**src/rtl/alu_pkg.sv**
```systemverilog
// Shared widths, opcodes and FSM encoding for the ALU issue stage.
package alu_pkg;

    localparam int unsigned ALU_WIDTH = 4;
    localparam int unsigned ALU_SEL_W = 3;

    localparam logic [ALU_SEL_W-1:0] OP_ADD = 3'b000;
    localparam logic [ALU_SEL_W-1:0] OP_SUB = 3'b001;
    localparam logic [ALU_SEL_W-1:0] OP_AND = 3'b010;
    localparam logic [ALU_SEL_W-1:0] OP_OR  = 3'b011;
    localparam logic [ALU_SEL_W-1:0] OP_XOR = 3'b100;

    typedef enum logic [1:0] {
        ST_IDLE = 2'd0,
        ST_EXEC = 2'd1,
        ST_HOLD = 2'd2
    } state_e;

endpackage

```
**src/rtl/alu_cmd_fifo.sv**
```systemverilog
// Synchronous command FIFO; full/empty come from the registered count only.
module alu_cmd_fifo #(
    parameter int unsigned DATA_W = 11,
    parameter int unsigned DEPTH  = 4
) (
    input  logic                       clk,
    input  logic                       rst,
    input  logic                       push_i,
    input  logic [DATA_W-1:0]          wdata_i,
    input  logic                       pop_i,
    output logic [DATA_W-1:0]          rdata_o,
    output logic [$clog2(DEPTH):0]     count_o,
    output logic                       full_o,
    output logic                       empty_o
);

    localparam int unsigned PTR_W = $clog2(DEPTH);
    localparam int unsigned CNT_W = PTR_W + 1;

    logic [DATA_W-1:0] mem_q [DEPTH];
    logic [PTR_W-1:0]  wr_ptr_q;
    logic [PTR_W-1:0]  rd_ptr_q;
    logic [CNT_W-1:0]  count_q;
    logic              do_push;
    logic              do_pop;

    assign full_o  = (count_q == CNT_W'(DEPTH));
    assign empty_o = (count_q == '0);
    assign do_push = push_i && !full_o;
    assign do_pop  = pop_i && !empty_o;
    assign rdata_o = mem_q[rd_ptr_q];
    assign count_o = count_q;

    // Pointer and count update; power-of-two depth lets pointers wrap naturally.
    always_ff @(posedge clk) begin
        if (rst) begin
            wr_ptr_q <= '0;
            rd_ptr_q <= '0;
            count_q  <= '0;
        end else begin
            if (do_push) wr_ptr_q <= wr_ptr_q + PTR_W'(1);
            if (do_pop)  rd_ptr_q <= rd_ptr_q + PTR_W'(1);
            case ({do_push, do_pop})
                2'b10:   count_q <= count_q + CNT_W'(1);
                2'b01:   count_q <= count_q - CNT_W'(1);
                default: count_q <= count_q;
            endcase
        end
    end

    // Storage write; contents are don't-care until pushed, so no reset.
    always_ff @(posedge clk) begin
        if (do_push) mem_q[wr_ptr_q] <= wdata_i;
    end

endmodule

```
**src/rtl/alu_issue_stage.sv**
```systemverilog
// Issue stage: queues ALU commands, drives them one at a time, registers results.
module alu_issue_stage
    import alu_pkg::*;
#(
    parameter int unsigned WIDTH = ALU_WIDTH,
    parameter int unsigned SEL_W = ALU_SEL_W,
    parameter int unsigned DEPTH = 4
) (
    input  logic                   clk,
    input  logic                   rst,
    input  logic                   cmd_valid,
    output logic                   cmd_ready,
    input  logic [WIDTH-1:0]       cmd_a,
    input  logic [WIDTH-1:0]       cmd_b,
    input  logic [SEL_W-1:0]       cmd_sel,
    output logic [WIDTH-1:0]       alu_a,
    output logic [WIDTH-1:0]       alu_b,
    output logic [SEL_W-1:0]       alu_sel,
    input  logic [WIDTH-1:0]       alu_result,
    input  logic                   alu_carry,
    output logic                   res_valid,
    input  logic                   res_ready,
    output logic [WIDTH-1:0]       res_data,
    output logic                   res_carry,
    output logic                   res_zero,
    output logic [$clog2(DEPTH):0] occupancy
);

    localparam int unsigned CMD_W = 2 * WIDTH + SEL_W;

    logic [CMD_W-1:0] head;
    logic             fifo_full;
    logic             fifo_empty;
    logic             pop_c;

    state_e           state_q, state_d;
    logic [WIDTH-1:0] alu_a_q, alu_a_d;
    logic [WIDTH-1:0] alu_b_q, alu_b_d;
    logic [SEL_W-1:0] alu_sel_q, alu_sel_d;
    logic             res_valid_q, res_valid_d;
    logic [WIDTH-1:0] res_data_q, res_data_d;
    logic             res_carry_q, res_carry_d;
    logic             res_zero_q, res_zero_d;

    alu_cmd_fifo #(
        .DATA_W (CMD_W),
        .DEPTH  (DEPTH)
    ) u_fifo (
        .clk     (clk),
        .rst     (rst),
        .push_i  (cmd_valid),
        .wdata_i ({cmd_a, cmd_b, cmd_sel}),
        .pop_i   (pop_c),
        .rdata_o (head),
        .count_o (occupancy),
        .full_o  (fifo_full),
        .empty_o (fifo_empty)
    );

    assign cmd_ready = !fifo_full;
    assign alu_a     = alu_a_q;
    assign alu_b     = alu_b_q;
    assign alu_sel   = alu_sel_q;
    assign res_valid = res_valid_q;
    assign res_data  = res_data_q;
    assign res_carry = res_carry_q;
    assign res_zero  = res_zero_q;

    // State and datapath registers; reset drops any in-flight command.
    always_ff @(posedge clk) begin
        if (rst) begin
            state_q     <= ST_IDLE;
            alu_a_q     <= '0;
            alu_b_q     <= '0;
            alu_sel_q   <= '0;
            res_valid_q <= 1'b0;
            res_data_q  <= '0;
            res_carry_q <= 1'b0;
            res_zero_q  <= 1'b0;
        end else begin
            state_q     <= state_d;
            alu_a_q     <= alu_a_d;
            alu_b_q     <= alu_b_d;
            alu_sel_q   <= alu_sel_d;
            res_valid_q <= res_valid_d;
            res_data_q  <= res_data_d;
            res_carry_q <= res_carry_d;
            res_zero_q  <= res_zero_d;
        end
    end

    // Issue/capture/hold sequencing; a head is loaded and popped in one step.
    always_comb begin
        state_d     = state_q;
        alu_a_d     = alu_a_q;
        alu_b_d     = alu_b_q;
        alu_sel_d   = alu_sel_q;
        res_valid_d = res_valid_q;
        res_data_d  = res_data_q;
        res_carry_d = res_carry_q;
        res_zero_d  = res_zero_q;
        pop_c       = 1'b0;

        case (state_q)
            ST_IDLE: begin
                if (!fifo_empty) begin
                    {alu_a_d, alu_b_d, alu_sel_d} = head;
                    pop_c   = 1'b1;
                    state_d = ST_EXEC;
                end
            end
            ST_EXEC: begin
                res_data_d  = alu_result;
                res_carry_d = alu_carry;
                res_zero_d  = (alu_result == '0);
                res_valid_d = 1'b1;
                state_d     = ST_HOLD;
            end
            ST_HOLD: begin
                if (res_valid_q && res_ready) begin
                    res_valid_d = 1'b0;
                    if (!fifo_empty) begin
                        {alu_a_d, alu_b_d, alu_sel_d} = head;
                        pop_c   = 1'b1;
                        state_d = ST_EXEC;
                    end else begin
                        state_d = ST_IDLE;
                    end
                end
            end
            default: state_d = ST_IDLE;
        endcase
    end

endmodule

```
**config.mk**
```make
export PLATFORM = sky130hd
export DESIGN_NAME = alu_issue_stage
export DESIGN_NICKNAME = d
export VERILOG_FILES = /design/src/rtl/alu_pkg.sv /design/src/rtl/alu_cmd_fifo.sv /design/src/rtl/alu_issue_stage.sv
export SDC_FILE = /design/constraint.sdc
export NUM_CORES = 1
export LEC_CHECK = 0
export BUFFER_PORTS_ARGS = -buffer_cell sky130_fd_sc_hd__buf_2
export CORE_ASPECT_RATIO = 1.5
export CORE_MARGIN = 3
export CORE_UTILIZATION = 30
export CTS_CLUSTER_DIAMETER = 120
export DETAILED_ROUTE_END_ITERATION = 8
export PLACE_DENSITY = 0.54
export SETUP_SLACK_MARGIN = 0.1
export SLEW_MARGIN = 20
export SYNTH_ARGS = -nofsm -noshare
export SYNTH_HDL_FRONTEND = slang
export SYNTH_SLANG_ARGS = --single-unit
export TNS_END_PERCENT = 100
```
**constraint.sdc**
```tcl
create_clock -name clk -period 2.65 [get_ports clk]
set_input_delay 0.3975 -clock clk [delete_from_list [all_inputs] [get_ports clk]]
set_output_delay 0.3975 -clock clk [all_outputs]
set_load 0.02 [all_outputs]
```
# Word-level counts from Yosys, hierarchy flattened
# Memory sizes are Yosys's and may differ from the RTL's. A register that Yosys moved wholly into a read port is not among the register bits.
# Cells that the tools add are included.
# Widths: inputs -> output; s select.
[word_totals]
register_bits = 27
ram_bits = 44
wordCells = 60
input_bits = 20
n_memories = 1
out_inout_bits = 22
[memory_table]
columns = ["memory", "words", "word_bits", "read_ports", "rd_ports_with_merged_regs", "wr", "line", "text"]
rows = [
  ["u_fifo.mem_q", 4, 11, 1, 1, 1, "alu_cmd_fifo.sv:20", "logic [DATA_W-1:0] mem_q [DEPTH];"],
]
[op_classes]
eq_ne = 7
add_sub_neg = 4
reduce_logical = 14
n_mux = 23
[ops]
columns = ["cell", "count"]
rows = [
  ["$mux 4", 4],
  ["$pmux 4 s2", 2],
  ["$pmux 3 s2", 2],
  ["$mux 2", 4],
  ["$mux 1", 6],
  ["$mux 3", 2],
  ["$pmux 2 s3", 1],
  ["$reduce_and 2->1", 3],
  ["$reduce_bool 2->1", 3],
  ["$add 2x1->2 const B", 2],
  ["$eq 2x1->1 const B", 2],
  ["$eq 2x2->1 const B", 2],
  ["$logic_not 4->1", 1],
  ["$ne 2x2->1 const B", 2],
  ["$pmux 1 s2", 2],
  ["$add 3x1->3 const B", 1],
  ["$eq 3x3->1 const B", 1],
  ["$logic_and 1x1->1", 3],
  ["$logic_not 3->1", 1],
  ["$sub 3x1->3 const B", 1],
  ["$logic_not 1->1", 2],
  ["$logic_not 2->1", 1],
]

# Longest topological paths before layout
# Gate-level depths: netlist (run 1).
[depth]
word_depth = 7
ltp_mapped = 9
depth_no_buf = 8

# Modules after synthesis
# From an unflattened synthesis (run 1), not the netlist that was laid out.
[hier_totals]
cells_unflattened = 194
area_unflattened_um2 = 2929.1
[by_module_without_submodules]
columns = ["mod", "seq_area_each_um2", "cells_each", "area_each_um2", "n_inst"]
rows = [
  ["alu_cmd_fifo", 1501.4, 111, 2065.7, 1],
  ["alu_issue_stage", 400.4, 83, 863.3, 1],
]

# Worst setup path after synthesis (run 1)
# No wires, ideal clock.
[synth_timing]
path_type = "flip-flop to flip-flop"
start = "register u_fifo.count_q[2], in the netlist u_fifo.count_o[2]"
end = "register u_fifo.count_q[2], in the netlist u_fifo.count_o[2]"
stages_incl_launch_ff = 10
required_ps = 2579
arrival_ps = 2326
path_buffers = 1
setup_time_ps = 71
slack_ps = 254
period_less_slack_ps = 2396
path_cell_list = "dfxtp_1 -> or3b_1 -> buf_6 -> nand2_1 -> ha_1 -> inv_1 -> fa_1 -> xor2_1 -> or3_2 -> a21oi_1"
[synth_between]
word_cells_on_any_way = 15
classes_between = "2 x add/sub; 3 x eq/ne; 4 x mux; 6 x reduce/logical"
[synth_lines]
columns = ["item", "line", "text"]
rows = [
  ["start, declared", "alu_cmd_fifo.sv:23", "logic [CNT_W-1:0] count_q;"],
  ["start signal, assigned", "alu_cmd_fifo.sv:44", "2'b10: count_q <= count_q + CNT_W'(1);"],
  ["start signal, assigned", "alu_cmd_fifo.sv:45", "2'b01: count_q <= count_q - CNT_W'(1);"],
  ["start signal, assigned", "alu_cmd_fifo.sv:46", "default: count_q <= count_q;"],
  ["$eq 3x3->1 (*)", "alu_cmd_fifo.sv:27", "assign full_o = (count_q == CNT_W'(DEPTH));"],
  ["$logic_not 1->1 (*)", "--", ""],
  ["via cmd_ready", "alu_issue_stage.sv:12", "output logic cmd_ready,"],
  ["$logic_and 1x1->1 (*)", "alu_cmd_fifo.sv:29", "assign do_push = push_i && !full_o;"],
  ["$eq 2x1->1 / $eq 2x2->1 (equally long branches)", "alu_cmd_fifo.sv:43", "case ({do_push, do_pop})"],
  ["$pmux 3 s2 / $reduce_bool 2->1 (equally long branches)", "--", ""],
]
# The timed path passes the listed nets; every way through them passes the cells marked *.
# A chain may end at the register's enable or synchronous reset.

# Worst setup path in the final report (run 1)
[layout_timing]
start = "register u_fifo.count_q[2], in the netlist u_fifo.count_o[2]"
end = "register u_fifo.count_q[2], in the netlist u_fifo.count_o[2]"
[layout_between]
elab_chain_cells = 7
word_cells_on_any_way = 15
classes_between = "2 x add/sub; 3 x eq/ne; 4 x mux; 6 x reduce/logical"
[layout_rtl]
columns = ["item", "line", "text"]
rows = [
  ["$logic_not 3->1", "alu_cmd_fifo.sv:28", "assign empty_o = (count_q == '0);"],
  ["$mux 1", "alu_issue_stage.sv:106, alu_issue_stage.sv:122", ""],
  ["$mux 1", "alu_issue_stage.sv:120", "if (res_valid_q && res_ready) begin"],
  ["$pmux 1 s2", "alu_issue_stage.sv:104", "case (state_q)"],
  ["$logic_and 1x1->1", "alu_cmd_fifo.sv:30", "assign do_pop = pop_i && !empty_o;"],
  ["$eq 2x1->1 / $eq 2x2->1 (equally long branches)", "alu_cmd_fifo.sv:43", ""],
  ["$pmux 3 s2 / $reduce_bool 2->1 (equally long branches)", "--", ""],
]
# Parallel ways exist; a longest one is shown, timed or not.

==> flow_metrics.env, run 1 <==
export IMPL_h_tree_depth=3
export IMPL_initial_core_util=0.311
export IMPL_dpl_worst_slack_ps=418
export IMPL_diodes=0
export IMPL_register_area_um2=1900
export IMPL_required_ps=2910
export IMPL_ant_nets=0
export IMPL_cts_tree="yes"
export IMPL_multi_input_area_um2=905
export IMPL_portBuffers=41
export IMPL_finish_utilization=0.373
export IMPL_grt_total_usage=0.107
export IMPL_first_global_vias=1767
export IMPL_numCtsBuffers=9
export IMPL_cts_resized=0
export IMPL_via_count=1754
export IMPL_avgSynthCellArea_um2=14.6
export IMPL_clk_latency_ps=330
export IMPL_post_drt_wl_per_cell_um=15.4
export IMPL_ios=42
export IMPL_antenna_found_initial=0
export IMPL_max_freq_ghz=0.448
export IMPL_worst_pin_slew_ps=683
export IMPL_post_cts_repair_setup_buffers=0
export IMPL_yosys_area_top_type_share=0.454
export IMPL_path_max_fanout=6
export IMPL_die_h_um=127
export IMPL_critical_path_class="flop to flop"
export IMPL_routed_wl_um=5520
export IMPL_yosysWarnings=0
export IMPL_synth_area_um2=2910
export IMPL_end_kind="flop"
export IMPL_drt_first_pass_iters=4
export IMPL_drc=0
export IMPL_crit_path_start_kind="flop"
export IMPL_grt_max_degree=30
export IMPL_avgViaCountPerCell=4.90
export IMPL_syn_inst=199
export IMPL_layout_setup_ws_ps=419
export IMPL_period_share=0.842
export IMPL_dieWidth_um=86.4
export IMPL_hpwlAfterDp_um=3800
export IMPL_drv_slew=0
export IMPL_final_cell_mix="44 x edfxtp_1, 41 x buf_2, 29 x dfxtp_1, 15 x a21oi_1"
export IMPL_post_route_min_period_ps=2230
export IMPL_postCtsHoldBufs=0
export IMPL_fillers=908
export IMPL_syn_to_final_growth_pct=20.1
export IMPL_yosysTopAreaCell="edfxtp_1"
export IMPL_clkTransAtPathRegs_ps=60
export IMPL_clkSinkCount=73
export IMPL_synth_cell_type_count=34
export IMPL_ys_ff_latch=73
export IMPL_gr_total_overflow=0
export IMPL_max_slew_margin=0.544
export IMPL_max_cap_viol_count=0
export IMPL_clockBufferDepth=2
export IMPL_row_count=43
export IMPL_cts_root_buf="clkbuf_16"
export IMPL_layout_commonest_cell="edfxtp_1"
export IMPL_hp_class="primary input to flop"
export IMPL_fin_setup_tns_ps=0
export IMPL_gp_congestion=0.682
export IMPL_core_area_um2=9360
export IMPL_clock_skew_ps=5.84
export IMPL_finalSetupViolCount=0
export IMPL_powerDensity_nw_per_um2=1100
export IMPL_die_area_um2=10900
export IMPL_cp_arrival_ps=2490
export IMPL_yosysSeqAreaShare=0.653
export IMPL_power_leakage_nw=1.29
export IMPL_status="finished clean"
export IMPL_grt_pass1_wl_um=8950
export IMPL_rsz0062_at_grt="no"
export IMPL_drive_above_1_share=0.337
export IMPL_synth_area_leaders="edfxtp_1 45%, dfxtp_1 20%, mux4_2 8.5%, o31ai_1 3.1%, a21oi_1 2.6%"
export IMPL_hold_viol_final=0
export IMPL_nets=267
export IMPL_ir_drop_v=0.000612
export IMPL_synth_fp_nets=225
export IMPL_drt_iter0_markers=55
per-stage QoR:
step	instance area, um2	power (mW)	hold slack [ps]	cells
6_report	3500	3.84	271	358
5_1_grt	3500	4.07	270	358
4_1_cts	3500	3.90	259	358
3_5_place_dp	3220	2.78	460	342
3_3_place_gp	3220	2.76	459	342
2_1_floorplan	2910	2.45	474	199
layout make-up:
cell class                      count  share of cell area
Clock inverter                      7              0.0157
Timing Repair Buffer               46              0.0694
Tap cell                          112              0.0401
Multi-Input combinational cell    104               0.259
Clock buffer                        9              0.0644
Sequential cell                    73               0.544
Inverter                            7             0.00752
state kept, by name (all words and copies together), names as in the netlist, 3 cells and up, named ones only:
name            count
alu_a               4
res_data            4
u_fifo.mem_q       44
alu_b               4
alu_sel             3
u_fifo.count_o      3
per-layer routing:
metal / part of all wire / routed length, um / track usage / vias up
li1: - / - / - / 850
met1: 0.44 / 2400 / 0.129 / 850
met2: 0.49 / 2700 / 0.172 / 42
met3: 0.055 / 302 / 0.0351 / 12
met4: 0.021 / 114 / 0.0495 / 0
met5: 0 / 0 / 0 / -
Yosys cell counts:
| master | n |
|---|---|
| or3_1 | 1 |
| and3_2 | 4 |
| clkbuf_1 | 5 |
| o21ai_0 | 2 |
| fa_1 | 1 |
| xor2_1 | 2 |
| mux2_1 | 1 |
| a211oi_1 | 2 |
| nor2_1 | 12 |
| inv_1 | 7 |
| ha_1 | 5 |
| edfxtp_1 | 44 |
| or3_2 | 1 |
| a21oi_2 | 2 |
| buf_1 | 2 |
| dfxtp_1 | 29 |
| nand4_1 | 12 |
| buf_2 | 6 |
| nor3_1 | 1 |
| buf_6 | 2 |
| mux4_2 | 11 |
| o31ai_1 | 12 |
| a21bo_2 | 1 |
| nor2b_1 | 2 |
| nor4_1 | 2 |
| or4_1 | 1 |
| a21o_1 | 2 |
| nor3_2 | 1 |
| nand3_1 | 2 |
| nand2_1 | 1 |
| a21oi_1 | 15 |
| or3b_1 | 1 |
| mux2i_1 | 6 |
| a21boi_4 | 1 |
report_power, final:
part / internal [mW] / switching, mW / total [mW] / leakage [nW]
clock network: 0.638 / 0.465 / 1.10 / 0.132
logic: 0.479 / 0.722 / 1.20 / 0.515
registers: 1.42 / 0.122 / 1.54 / 0.641
total: 2.53 / 1.31 / 3.84 / 1.29
worst paths after layout:
path,from,end,slack [ps],depth (start not counted)
setup / recovery,u_fifo.count_o[2],u_fifo.count_o[2],420,8
hold / removal,cmd_sel[0],u_fifo.mem_q[1][0],270,1
setup reg to reg,u_fifo.count_o[2],u_fifo.count_o[2],420,8
hold reg to reg,alu_b[3],alu_b[3],470,2
cells by family (layout without fill, tap and decap cells):
group	after synthesis	after routing	synth area share
flip-flops	73	73	0.653
AO/OA/AOI/OAI	37	37	0.0864
multiplexers	18	18	0.110
buffers and inverters	22	69	0.0361
AND/OR/NAND/NOR	41	41	0.0804
XOR/XNOR	2	2	0.00602
adder cells (fa/ha/maj)	6	6	0.0284
worst max-delay path: stages, from the launching register on:
cell and delay [ps]:
dfxtp_1 390, or3b_1 390, nand2_1 80, ha_1 170, inv_1 60, fa_1 370
xor2_1 160, or3_2 400, a21oi_1 140
Note: power is estimated with default switching activity, not from simulation.
==> run 2, diff against run 1 <==
clock period = 2.3 ns   (was 2.65 ns; I/O delays follow)
==> run 2 against run 1 <==
Effect of this change:
- sequential power is 16% higher
- critical endpoint unchanged
- combinational power increased by 23%
- largest cell class unchanged
- critical path type unchanged
- worst hold slack worse by 42 ps
- power grew 20%
- die area did not move
==> flow_metrics.env, run 2 (synthesis gave the netlist of run 1 again) <==
export IMPL_reg2reg_to="u_fifo.count_o[2]"
export IMPL_first_global_vias=1881
export IMPL_portBuffers=41
export IMPL_h_tree_depth=3
export IMPL_diodes=0
export IMPL_avgViaCountPerCell=4.85
export IMPL_layout_setup_ws_ps=183
export IMPL_crit_path_start_kind="flop"
export IMPL_cts_tree="yes"
export IMPL_hold_viol_final=0
export IMPL_required_ps=2560
export IMPL_post_drt_wl_per_cell_um=16.0
export IMPL_numCtsBuffers=9
export IMPL_gr_total_overflow=0
export IMPL_largest_reg_flops=44
export IMPL_highest_layer="met4"
export IMPL_drc=0
export IMPL_dpl_worst_slack_ps=137
export IMPL_holdWs_ps=229
export IMPL_final_cell_mix="44 x edfxtp_1, 41 x buf_2, 25 x dfxtp_1, 14 x a21oi_1"
export IMPL_r2r_slack_ps=180
export IMPL_power_leakage_nw=1.32
export IMPL_gp_congestion=0.696
export IMPL_critical_path_class="flop to flop"
export IMPL_clockBufferDepth=2
export IMPL_layout_commonest_cell="edfxtp_1"
export IMPL_postCtsHoldBufs=0
export IMPL_max_slew_margin=0.625
export IMPL_wl_met1_um=2440
export IMPL_regMostFlops="u_fifo.mem_q"
export IMPL_row_count=43
export IMPL_routed_wl_um=5760
export IMPL_initial_core_util=0.311
export IMPL_max_freq_ghz=0.472
export IMPL_wl_met2_um=2850
export IMPL_die_area_um2=10900
export IMPL_finalSetupViolCount=0
export IMPL_grt_max_degree=21
export IMPL_drive_above_1_share=0.382
export IMPL_r2r_cells=8
export IMPL_wl_met3_um=303
export IMPL_core_area_um2=9360
export IMPL_period_share=0.921
export IMPL_path_max_fanout=6
export IMPL_fin_setup_tns_ps=0
export IMPL_status="finished clean"
export IMPL_nets=270
export IMPL_finalPower_mw=4.63
export IMPL_clock_skew_ps=6.62
export IMPL_die_h_um=127
export IMPL_syn_to_final_growth_pct=22.9
export IMPL_holdPathEnd="u_fifo.mem_q[1][0]"
export IMPL_worst_pin_slew_ps=562
export IMPL_clk_latency_ps=330
export IMPL_hpwlAfterDp_um=3860
export IMPL_drt_first_pass_iters=4
export IMPL_clkSinkCount=73
export IMPL_drv_slew=0
export IMPL_antenna_found_initial=0
export IMPL_dieWidth_um=86.4
export IMPL_ios=42
export IMPL_grt_total_usage=0.116
export IMPL_drt_iter0_markers=88
export IMPL_post_route_min_period_ps=2120
export IMPL_clkTransAtPathRegs_ps=50
export IMPL_end_kind="flop"
export IMPL_cts_root_buf="clkbuf_16"
export IMPL_cp_arrival_ps=2380
export IMPL_via_count=1750
export IMPL_hold_depth=1
export IMPL_timing_rr_start="u_fifo.count_o[1]"
export IMPL_grt_pass1_wl_um=9560
export IMPL_ant_nets=0
export IMPL_max_cap_viol_count=0
export IMPL_ir_drop_v=0.000524
export IMPL_hp_class="primary input to flop"
export IMPL_powerDensity_nw_per_um2=1290
export IMPL_hp_start="cmd_sel[0]"
export IMPL_rsz0062_at_grt="no"
[run 2: cell count changes in the layout (fill, tap and decap cells not counted), moves of 2 or more]
| cell | delta |
|---|---|
| dfxtp_4 | +3 |
| buf_4 | +3 |
| dfxtp_1 | -4 |
| clkinv_4 | -2 |
| clkinv_1 | +2 |
[run 2: how the worst max path moves through the flow]
stage	start	to	slack (ps)	cells after the start
global placement	u_fifo.count_o[1]	u_fifo.count_o[2]	190	8
floorplan	u_fifo.count_o[1]	u_fifo.count_o[2]	110	9
detailed placement	u_fifo.count_o[1]	u_fifo.count_o[2]	140	8
finish	u_fifo.count_o[1]	u_fifo.count_o[2]	180	8
CTS	u_fifo.count_o[1]	u_fifo.count_o[2]	130	8
global route	u_fifo.count_o[1]	u_fifo.count_o[2]	100	8
[run 2: final cells by class]
type	count	area, um2
Multi-Input combinational cell	104	938
Clock inverter	7	70.1
Timing Repair Buffer	49	265
Clock buffer	9	225
Sequential cell	73	1910
Fill cell	940	5780
Inverter	7	26.3
Tap cell	112	140
[run 2: repair_timing]
action / CTS / global route
setup endpoints to repair: 0 / 1
gates resized for setup: 0 / 2
setup buffers: 0 / 1
[run 2: metal layers]
| layer | vias up | track usage |
|---|---|---|
| met1 | 841 | 0.135 |
| met5 | - | 0 |
| met3 | 12 | 0.0325 |
| met2 | 46 | 0.186 |
| met4 | 0 | 0.0688 |
| li1 | 851 | - |
[run 2: per-stage QoR]
| step | instances | cell area, um2 | utilization |
|---|---|---|---|
| 6_report | 361 | 3580 | 0.382 |
| 5_1_grt | 361 | 3580 | 0.382 |
| 4_1_cts | 360 | 3570 | 0.381 |
| 3_5_place_dp | 344 | 3270 | 0.349 |
| 3_3_place_gp | 344 | 3270 | 0.349 |
| 2_1_floorplan | 199 | 2950 | - |
[run 2: power breakdown]
part / internal (mW) / total, mW / switching, mW / leakage (nW)
Clock: 0.836 / 1.36 / 0.524 / 0.137
Sequential: 1.65 / 1.79 / 0.145 / 0.643
Combinational: 0.615 / 1.48 / 0.861 / 0.537
Total: 3.10 / 4.63 / 1.53 / 1.32
[run 2: critical path, stage by stage, from the launching register on]
cell	delay (ps)
dfxtp_4	360
or3b_4	410
nand2_4	80
ha_4	130
inv_2	40
fa_2	340
xor2_1	150
or3_2	420
a21oi_2	120
==> run 3, diff against run 2 <==
PLACE_DENSITY = 0.56   (was 0.54)
RECOVER_POWER = 50   (was default)
clock period = 2.5 ns   (was 2.3 ns; I/O delays follow)
==> run 3 against run 2 <==
Effect of this change:
- combinational power shrank 17%
- sequential power down 8%
- sequential cell count is the same
- die area unchanged
- non-clock buffer count down 2
- worst hold slack gained 65 ps
- power shrank 10%
- sequential share of layout area up 1.2 points
- critical path depth is the same
- global-route usage fell by 0.88 points
- worst setup slack better by 76 ps
- critical endpoint unchanged
- largest power group unchanged
- highest routed layer unchanged
==> flow_metrics.env, run 3 (synthesis gave the netlist of run 1 again) <==
export IMPL_clock_skew_ps=6.47
export IMPL_hp_class="primary input to flop"
export IMPL_syn_to_final_growth_pct=19.6
export IMPL_routed_wl_um=5500
export IMPL_drc=0
export IMPL_die_area_um2=10900
export IMPL_path_max_fanout=6
export IMPL_status="finished clean"
export IMPL_clkTransAtPathRegs_ps=60
export IMPL_finalSetupViolCount=0
export IMPL_portBuffers=41
export IMPL_final_cell_mix="44 x edfxtp_1, 33 x clkbuf_1, 28 x dfxtp_1, 15 x a21oi_1"
export IMPL_post_drt_wl_per_cell_um=15.3
export IMPL_cpPeakStageDelay_ps=410
export IMPL_avgViaCountPerCell=4.91
export IMPL_regMostFlops="u_fifo.mem_q"
export IMPL_period_share=0.897
export IMPL_numCtsBuffers=9
export IMPL_drv_slew=0
export IMPL_dieWidth_um=86.4
export IMPL_post_cts_repair_setup_buffers=0
export IMPL_antenna_found_initial=0
export IMPL_max_freq_ghz=0.446
export IMPL_worst_pin_slew_ps=774
export IMPL_power_leakage_nw=1.19
export IMPL_cp_arrival_ps=2490
export IMPL_first_global_vias=1857
export IMPL_clkSinkCount=73
export IMPL_diodes=0
export IMPL_drt_iter0_markers=50
export IMPL_initial_core_util=0.311
export IMPL_nets=268
export IMPL_cp_cell_sequence="or3b_1 -> nand2_1 -> ha_1 -> inv_1 -> fa_1 -> xor2_1 -> or3_2 -> a21oi_1"
export IMPL_cp_slowest_cell="or3b_1"
export IMPL_grt_max_degree=21
export IMPL_fillers=930
export IMPL_max_cap_viol_count=0
export IMPL_largest_reg_flops=44
export IMPL_grt_total_usage=0.107
export IMPL_core_area_um2=9360
export IMPL_powerDensity_nw_per_um2=1190
export IMPL_cts_tree="yes"
export IMPL_grt_pass1_wl_um=9030
export IMPL_ir_drop_v=0.000626
export IMPL_ant_nets=0
export IMPL_gr_total_overflow=0
export IMPL_drive_above_1_share=0.211
export IMPL_clk_latency_ps=320
export IMPL_end_kind="flop"
export IMPL_hpwlAfterDp_um=3870
export IMPL_finish_utilization=0.372
export IMPL_required_ps=2750
export IMPL_cts_root_buf="clkbuf_16"
export IMPL_crit_path_start_kind="flop"
export IMPL_row_count=43
export IMPL_die_h_um=127
export IMPL_max_slew_margin=0.484
export IMPL_gp_congestion=0.704
export IMPL_register_area_um2=1900
export IMPL_clockBufferDepth=2
export IMPL_fin_setup_tns_ps=0
export IMPL_post_route_min_period_ps=2240
export IMPL_hold_viol_final=0
export IMPL_rsz0062_at_grt="no"
export IMPL_multi_input_area_um2=905
export IMPL_layout_commonest_cell="edfxtp_1"
export IMPL_via_count=1763
export IMPL_drt_first_pass_iters=4
export IMPL_ios=42
export IMPL_h_tree_depth=3
export IMPL_critical_path_class="flop to flop"
[run 3: cell count changes in the layout (fill, tap and decap cells not counted), sizes merged]
cell / change
buf: -35
inv: +1
clkbuf: +33
clkinvlp: -1
[run 3: through the flow]
stage | setup WS [ps] | cells | hold WS [ps] | instance area [um2] | power (mW)
after floorplan | 104 | 199 | 474 | 2910 | 2.59
final | 259 | 359 | 294 | 3480 | 4.14
after detailed placement | 239 | 343 | 460 | 3220 | 2.95
after global placement | 308 | 343 | 453 | 3220 | 2.92
after global routing | 138 | 359 | 339 | 3480 | 4.39
after CTS | 216 | 359 | 259 | 3530 | 4.22
[run 3: worst max-delay path: cells and delay by family (launching register included)]
family / cells / cell delay (ps)
compound gates: 1 / 150
xor+xnor: 1 / 160
fa+ha+maj: 2 / 550
buf+inv: 1 / 60
flops: 1 / 360
simple gates: 3 / 890
[run 3: repair_timing]
item / 4_1_cts / 5_1_grt
resized for setup: 0 / 1
endpoints found under the hold margin: 0 / 0
setup endpoints to repair: 0 / 1
hold buffers: 0 / 0
[run 3: report_power, final]
group          total, mW  switching, mW  internal [mW]
Clock               1.27          0.487          0.780
Sequential          1.64          0.138           1.50
Combinational       1.23          0.769          0.464
Total               4.14           1.39           2.75
[run 3: worst paths after layout]
kind,from,endpoint,slack (ps),depth (start not counted)
min,alu_carry,res_carry,290,3
max,u_fifo.count_o[0],u_fifo.count_o[2],260,8
max reg2reg,u_fifo.count_o[0],u_fifo.count_o[2],260,8
min reg2reg,alu_b[1],alu_b[1],470,2
[run 3: layer usage]
metal	share of wire	up-vias	GRT usage
met2	0.50	44	0.179
li1	-	853	-
met5	0	-	0
met3	0.058	6	0.0260
met4	0.013	0	0.0523
met1	0.43	860	0.126
[run 3: area by class of cell]
| cell class | instances | area share |
|---|---|---|
| sequential | 73 | 0.547 |
| multi-input combinational | 104 | 0.260 |
| clock buffer | 9 | 0.0647 |
| timing repair buffer | 47 | 0.0586 |
| tap | 112 | 0.0403 |
| clock inverter | 7 | 0.0223 |
| inverter | 7 | 0.00755 |
